==> src/rtl/lift_call_panel.sv <==
// Request front end for the 3-floor lift: debounces buttons, latches pending calls and
// presents them one at a time, round-robin. Define REQ_TIMEOUT_EN to rotate unserved calls.
module lift_call_panel #(
    parameter int unsigned DEBOUNCE_CYC = 4,
    parameter int unsigned TIMEOUT_CYC  = 64
) (
    input  logic       clk,
    input  logic       reset,
    input  logic [2:0] car_btn,
    input  logic [1:0] hall_up_btn,
    input  logic [1:0] hall_dn_btn,
    input  logic       door,
    input  logic [1:0] flr_rchd,
    output logic [1:0] flr_sel,
    output logic [1:0] up_sel,
    output logic [1:0] down_sel,
    output logic [6:0] call_lamp
);

    typedef enum logic [1:0] {
        IDLE,
        PRESENT,
        GAP
    } state_t;

    localparam logic [7:0] DEB_MAX = 8'(DEBOUNCE_CYC);
    localparam logic [7:0] DEB_PRE = 8'(DEBOUNCE_CYC - 1);

    // Out-of-range parameters leave an obvious marker block in the elaborated hierarchy
    if (DEBOUNCE_CYC < 1 || DEBOUNCE_CYC > 255 || TIMEOUT_CYC < 1 || TIMEOUT_CYC > 65535)
    begin : g_param_out_of_range
    end

    logic [6:0] raw;
    logic [7:0] cnt_q [7];
    logic [7:0] cnt_d [7];
    logic [6:0] acc_q, acc_d;
    logic [6:0] pend_q, pend_d;
    logic [6:0] clr_mask;
    state_t     state_q, state_d;
    logic [2:0] slot_q, slot_d;
    logic [2:0] ptr_q, ptr_d;
    logic [1:0] flr_q, flr_d;
    logic [1:0] up_q, up_d;
    logic [1:0] dn_q, dn_d;
    logic       pick_found;
    logic [2:0] pick_slot;
    logic [2:0] scan_idx;
`ifdef REQ_TIMEOUT_EN
    localparam logic [15:0] TO_LAST = 16'(TIMEOUT_CYC - 1);
    logic [15:0] to_q, to_d;
`endif

    // Slot order matches the lamp order: car1..car3, up1, up2, dn2, dn3
    assign raw = {hall_dn_btn, hall_up_btn, car_btn};

    function automatic logic [1:0] slot_code(input logic [2:0] s);
        case (s)
            3'd0, 3'd3:       return 2'b01;
            3'd1, 3'd4, 3'd5: return 2'b10;
            default:          return 2'b11;
        endcase
    endfunction

    // Returns {flr_sel, up_sel, down_sel} for a slot
    function automatic logic [5:0] slot_bus(input logic [2:0] s);
        if (s < 3'd3)      return {slot_code(s), 4'b0000};
        else if (s < 3'd5) return {2'b00, slot_code(s), 2'b00};
        else               return {4'b0000, slot_code(s)};
    endfunction

    always_comb begin
        acc_d = '0;
        for (int unsigned i = 0; i < 7; i++) begin
            cnt_d[i] = '0;
            if (raw[i]) begin
                cnt_d[i] = (cnt_q[i] == DEB_MAX) ? cnt_q[i] : cnt_q[i] + 8'd1;
                acc_d[i] = (cnt_q[i] == DEB_PRE);
            end
        end
    end

    always_comb begin
        clr_mask = '0;
        if (door) begin
            case (flr_rchd)
                2'b01:   clr_mask = 7'b0001001;
                2'b10:   clr_mask = 7'b0110010;
                2'b11:   clr_mask = 7'b1000100;
                default: clr_mask = '0;
            endcase
        end
    end

    // Service clear beats a same-cycle accept
    assign pend_d = (pend_q | acc_q) & ~clr_mask;

    always_comb begin
        pick_found = 1'b0;
        pick_slot  = '0;
        scan_idx   = '0;
        for (int unsigned i = 0; i < 7; i++) begin
            scan_idx = 3'((32'(ptr_q) + i) % 7);
            if (!pick_found && pend_q[scan_idx]) begin
                pick_found = 1'b1;
                pick_slot  = scan_idx;
            end
        end
    end

    always_comb begin
        state_d = state_q;
        slot_d  = slot_q;
        ptr_d   = ptr_q;
        flr_d   = flr_q;
        up_d    = up_q;
        dn_d    = dn_q;
`ifdef REQ_TIMEOUT_EN
        to_d    = '0;
`endif
        case (state_q)
            IDLE: begin
                {flr_d, up_d, dn_d} = '0;
                if (pick_found) begin
                    state_d             = PRESENT;
                    slot_d              = pick_slot;
                    {flr_d, up_d, dn_d} = slot_bus(pick_slot);
                end
            end
            PRESENT: begin
                if (!pend_q[slot_q]) begin
                    state_d             = GAP;
                    ptr_d               = (slot_q == 3'd6) ? 3'd0 : slot_q + 3'd1;
                    {flr_d, up_d, dn_d} = '0;
                end
`ifdef REQ_TIMEOUT_EN
                else if (to_q == TO_LAST) begin
                    state_d             = GAP;
                    ptr_d               = (slot_q == 3'd6) ? 3'd0 : slot_q + 3'd1;
                    {flr_d, up_d, dn_d} = '0;
                end else begin
                    to_d = to_q + 16'd1;
                end
`endif
            end
            GAP: begin
                state_d             = IDLE;
                {flr_d, up_d, dn_d} = '0;
            end
            default: begin
                state_d             = IDLE;
                {flr_d, up_d, dn_d} = '0;
            end
        endcase
    end

    always_ff @(posedge clk) begin
        if (reset) begin
            for (int unsigned i = 0; i < 7; i++) cnt_q[i] <= '0;
            acc_q   <= '0;
            pend_q  <= '0;
            state_q <= IDLE;
            slot_q  <= '0;
            ptr_q   <= '0;
            flr_q   <= '0;
            up_q    <= '0;
            dn_q    <= '0;
`ifdef REQ_TIMEOUT_EN
            to_q    <= '0;
`endif
        end else begin
            for (int unsigned i = 0; i < 7; i++) cnt_q[i] <= cnt_d[i];
            acc_q   <= acc_d;
            pend_q  <= pend_d;
            state_q <= state_d;
            slot_q  <= slot_d;
            ptr_q   <= ptr_d;
            flr_q   <= flr_d;
            up_q    <= up_d;
            dn_q    <= dn_d;
`ifdef REQ_TIMEOUT_EN
            to_q    <= to_d;
`endif
        end
    end

    assign flr_sel   = flr_q;
    assign up_sel    = up_q;
    assign down_sel  = dn_q;
    assign call_lamp = pend_q;

endmodule
==> config.mk <==
export PLATFORM = sky130hd
export DESIGN_NAME = lift_call_panel
export DESIGN_NICKNAME = d
export VERILOG_FILES = /design/src/rtl/lift_call_panel.sv
export SDC_FILE = /design/constraint.sdc
export NUM_CORES = 1
export LEC_CHECK = 0
export BUFFER_PORTS_ARGS = -buffer_cell sky130_fd_sc_hd__clkbuf_2
export CAP_MARGIN = 20
export CORE_AREA = 3 3 98 109
export CTS_BUF_LIST = sky130_fd_sc_hd__clkbuf_8
export DETAILED_ROUTE_END_ITERATION = 6
export DIE_AREA = 0 0 101 112
export PLACE_DENSITY = 0.81
export SYNTH_ARGS = -nofsm -noshare
export SYNTH_HDL_FRONTEND = slang
export SYNTH_SLANG_ARGS = --single-unit
==> constraint.sdc <==
create_clock -name clk -period 5.2 [get_ports clk]
set_input_delay 0.26 -clock clk [delete_from_list [all_inputs] [get_ports clk]]
set_output_delay 0.26 -clock clk [all_outputs]
set_load 0.005 [all_outputs]
-- After elaboration in Yosys (flattened, before gate mapping)
Memories as Yosys holds them, arrays and structs flattened.
Cells that the tools add are included.
- reduce and logical (&&, ||, !) cells: 26
- multiplexer cells: 70
- divide/modulo/power cells: 7
- eq/ne operators: 25
- add/sub/neg operators: 14
- bitwise operators: 18
- order comparisons: 10
- operators by type and width (cell ; number):
    $mod A32 B3 Y32 const B ; 6
    $mux W8 ; 21
    $add A8 B1 Y8 const B ; 7
    $eq A8 B2 Y1 const B ; 7
    $eq A8 B3 Y1 const B ; 7
    $lt A3 B4 Y1 const B ; 8
    $mod A3 B3 Y32 const B ; 1
    $bmux W1 S3 ; 8
    $mux W3 ; 8
    $pmux W7 S3 ; 1
    $pmux W2 S2 ; 5
    $mux W1 ; 18
    $reduce_or A2 Y1 ; 8
    $add A3 B3 Y4 const B ; 3
    $mux W2 ; 6
    $eq A3 B3 Y1 const B ; 3
    $add A3 B2 Y4 const B ; 2
    $not A1 Y1 ; 8
    $and A7 B7 Y7 ; 1
    $mux W7 ; 1
    $not A7 Y7 ; 1
    $or A1 B1 Y1 ; 7
    $or A7 B7 Y7 ; 1
    $logic_and A1 B1 Y1 ; 6
    16 further kinds ; 26
- register bits: 28
- input bits: 12
- output and inout bits: 13
- memories: 1
- memory bits (writable): 56
- memories (name ; depth ; bits a word ; read ports ; clocked after Yosys merged registers in ; wr ports ; line ; source):
    cnt_q ; 7 ; 8 ; 7 ; 0 ; 7 ; 35 ; logic [7:0] cnt_q [7];

-- Depth between registers and ports, before layout
- word-level depth: 29
- gate-level depth with buffers: 21
- gate-level depth less buffers: 19

-- Worst setup path before layout
No wires, ideal clock.
- path kind: register -> register
- start: reg ptr_q[1]
- end: reg up_q[1] (netlist: up_sel[1])
- path buffers: 3
- required time: 5085 ps
- library setup time: 115 ps
- stages on the path, launching flop included: 20
- data arrival time: 4655 ps
- period minus slack after synthesis: 4770 ps
- slack: 430 ps
- cell sequence: dfxtp_1 -> buf_2 -> inv_1 -> ha_1 -> clkbuf_1 -> a21o_1 -> a221oi_1 -> ha_1 -> ha_1 -> nor2_1 -> a41oi_1 -> xnor2_1 -> a211oi_1 -> o21bai_1 -> or4_1 -> buf_2 -> o31ai_4 -> o21ba_1 -> nor3b_1 -> o21ba_1
- cells in the longest elaborated chain, start to end: 29
- elaborated cells on any way between the ends: 67
- RTL lines (element ; line ; source):
    start: declaration ; 42 ; logic [2:0] ptr_q, ptr_d;
    start signal: assignment ; 177 ; ptr_q <= ptr_d;
    branches (longest 27 deep; another with $mod A32 B3 Y32) ; - ;
    $mux W2 * ; 124 ; if (pick_found) begin
    $pmux W2 S2 * ; 121 ; case (state_q)
    end signal: assignment ; 179 ; up_q <= up_d;
    end: declaration ; 44 ; logic [1:0] up_q, up_d;
Mark *: on every way between the ends. The select of a mux whose other input is x is not followed.
A chain may end at the register's enable or synchronous reset.

-- Worst setup path after layout
Same ends and word-level chain as after synthesis.

==> summary.md <==
| Metric | Value |
|---|---|
| Clock power share | `20.5%` |
| Sw Share | `between 30% and 40%` |
| Worst-path fanout max | `7` |
| Final wirelength | `13500 um` |
| Initial antenna violation count | `0` |
| Clock root cell | `clkbuf_8` |
| Slowest-stage cell, CP | `dfxtp_1` |
| Clock sinks | `84` |
| Final period utilization | `94.9%` |
| Vias in the first global route | `5117` |
| Crit path DAT | `5.19 ns` |
| Critical path's largest stage delay | `0.42 ns` |
| Nets@finish | `777` |
| Period minus WS final | `between 4 and 5 ns` |
| Setup repair after global routing missed its margin | `yes` |
| Remaining global-route overflow | `0` |
| Die Y | `~110 um` |
| Layout area overhead | `7.95%` |
| Register area | `1680 um2` |
| Placed Area | `6150 um2` |
| CTS Hold Bufs | `0` |
| Clock latency on the worst-skew pair | `around 0.36 ns` |
| CP Data Required Time | `5.46 ns` |
| Ys Warns | `0` |
| Startpoint Class | `flop` |
| Slew headroom | `44.1%` |
| Final core utilization | `65.2%` |
| Power Dens Cells | `349 nW/um2` |
| Min-Delay Path Class | `in2reg` |
| Number of H-tree levels | `3` |
| First-pass GRT wire length | `23100 um` |
| Crit path kind | `reg2reg` |
| Syn Area/Cell | `8.45 um2` |
| Post-detail-place hpwl | `9800 um` |
| VDD IR max | `approximately 0.00028 V` |
| Area of the die | `11300 um2` |
| Synth Instances | `700` |
| Unique masters post-synth | `between 70 and 80` |
| P_int | `between 0.001 and 0.0015 W` |
| EDFF count, synth | `0` |
| Top FF cell, synth | `dfxtp_1` |
| Sequential Power Share | `31.6%` |
| 1st-pass router iterations | `4` |
| Sequential area share after synthesis | `between 20 and 30%` |
| Ys async rst share | `0%` |
| Drt drc | `0` |
| Ratio of cells with drive above 1 in the final layout | `about 13%` |
| # setup viols final | `0` |
| Status | `finished, final reports clean` |
| Tot Pwr | `0.00223 W` |
| Worst path cell trace | `inv_1 > ha_1 > buf_4 > ha_1 > ha_1 > a31oi_1 > xnor2_1 > ha_2 > a211oi_1 > a31o_1 > a221o_1 > or2_2 > o211ai_1 > o21ai_1 > buf_4 > o31ai_4 > o21ba_1 > nor3b_1 > o21ba_1` |
| Worst setup EP type | `flop` |
| Vias per cell | `6.19` |
| Worst Tran Pin Value | `0.837 ns` |
| Core area | `9790 um2` |
| Top-level port count | `25` |
| Post-route cell area | `6390 um2` |
| Final antenna diode count | `0` |
| CTS Buffer Depth | `2` |
| R2R Setup Slk | `0.26 ns` |
| Total CTS buffers | `9` |
| Die W | `about 100 um` |
| Largest net degree at the start of global routing | `32` |
| DRT iter0 DRCs | `~330` |
| PortBufs | `24` |
| Worst Hold Slack | `roughly 0.19 ns` |
| Post-route ant nets | `0` |
| Global Route Usage Sum | `24.7%` |
| Most common cell on crit path | `ha_1` |
| Sw power | `0.000857 W` |
| Routability cong. | `0.965` |
| Pre-CTS setup slack | `0.111 ns` |
| Fill cell count | `819` |
| Fin worst setup slack | `approximately 0.26 ns` |
| Clock slew at reported path FFs | `0.08 ns` |
| Fin. Hold Viols | `0` |
| Clock Skews | `0.00862 ns` |
| Slew Viols, Final | `0` |
| Register bit total from synthesis | `84` |
| Synthesized area | `slightly below 6000 um2` |
| Area of the multi-input gates | `4000 um2` |
| CTS tree | `yes` |
| DR WL/cell | `about 16 um` |
| Cell Rows | `38` |
| Comb pwr share | `47.8%` |
| Leakage Power | `about 2.6 nW` |
| Peak Freq | `203 MHz` |
| Initial core utilization | `between 60 and 70%` |
| Max-cap violations | `0` |
| Syn_nets | `between 700 and 800` |
| Vias | `~5200` |
state kept, by name, indices dropped and copies added, names as in the netlist:
name	cells
acc_q	7
ptr_q	3
slot_q	3
call_lamp	7
down_sel	2
up_sel	2
cnt_q	56
state_q	2
flr_sel	2
routing by layer:
layer | global-route usage (%) | vias to the layer above | share of wire [%]
met5 | 0 | - | 0
met1 | 31.0 | 2494 | 44
met4 | 10.5 | 0 | 3.0
li1 | - | 2568 | -
met2 | 41.5 | 150 | 49
met3 | 3.95 | 35 | 4.5
power groups by stage:
stage / combinational (W) / sequential [W] / clock (W)
floorplan: 0.000798 / 0.000712 / 0
global placement: 0.000970 / 0.000716 / 0
detailed placement: 0.00100 / 0.000719 / 0
CTS: 0.00101 / 0.000703 / 0.000469
global route: 0.00117 / 0.000708 / 0.000501
finish: 0.00106 / 0.000705 / 0.000457
kinds of logic (layout without fill, tap and decap cells):
family / count (synthesis) / in the layout / synth area share (%)
and+or+nand+nor: 271 / 271 / 24.5
xor gates and xnor gates: 63 / 63 / 9.33
AOI/OAI and AO/OA: 137 / 137 / 15.9
DFF: 84 / 84 / 28.4
muxes: 43 / 43 / 8.78
buffers and inverters: 62 / 90 / 4.65
adders and majority gates: 40 / 40 / 8.46
cells in the final DEF, fill, tap and decap left out, drive strengths merged, types with 3 or more instances in the layout:
cell,instances
buf,14
inv,39
mux2,18
nand3,48
mux2i,20
nor3,14
and4b,8
nand4,3
mux4,5
a31oi,7
and3,18
nor2b,14
o21ai,21
nor3b,4
or3,4
ha,40
xnor2,26
nand2b,15
nor2,83
a221oi,3
a211o,3
o21a,10
xor2,37
nand4b,4
a21o,3
or4,10
o211ai,12
a211oi,10
nand2,27
a21oi,37
clkbuf,35
dfxtp,84
nand3b,6
stage by stage:
step	instances	setup TNS (ns)
after floorplan	700	0
after global placement	833	0
after detailed placement	833	0
after CTS	847	0
after global routing	848	-0.0433
final	848	0
worst max-delay path, delay by kind of cell (launching register included):
kind                       cells  cell delay (ns)
DFF                            1             0.42
and+or+nand+nor                2             0.42
xor gates and xnor gates       1             0.19
buffers and inverters          3             0.55
adders and majority gates      4             1.11
AOI/OAI and AO/OA              9             2.13
synth_stat cells, drive strengths merged, types with 12 or more instances:
cell | number | area (um2)
dfxtp | 84 | 1680
nor2 | 83 | 312
nand3 | 48 | 240
ha | 40 | 500
inv | 38 | 143
a21oi | 37 | 189
xor2 | 37 | 324
nand2 | 27 | 101
xnor2 | 26 | 228
o21ai | 21 | 109
mux2i | 20 | 200
and3 | 18 | 113
mux2 | 18 | 206
nand2b | 15 | 93.8
nor2b | 14 | 87.6
nor3 | 14 | 75.1
buf | 12 | 86.3
clkbuf | 12 | 46.3
o211ai | 12 | 90.1
layout make-up:
class	instances	share of cell area, %
clock inverters	3	0.607
repair buffers	38	3.53
flip-flops and latches	84	26.3
well taps	120	2.35
clock buffers	11	2.37
inverters	38	2.23
multi-input cells	554	62.6
worst paths after layout:
| kind | cells after the start | to | from |
|---|---|---|---|
| max | 19 | up_sel[1] | ptr_q[1] |
| min | 3 | cnt_q[3][0] | hall_up_btn[0] |
| max reg2reg | 19 | up_sel[1] | ptr_q[1] |
| min reg2reg | 1 | call_lamp[3] | acc_q[3] |
what timing repair did:
item / CTS / global route
setup endpoints to repair: 0 / 10
endpoints found under the hold margin: 0 / 0
gates resized for setup: 0 / 8
buffers inserted: 0 / 1
No activity file was read; power rests on OpenSTA's default activity.
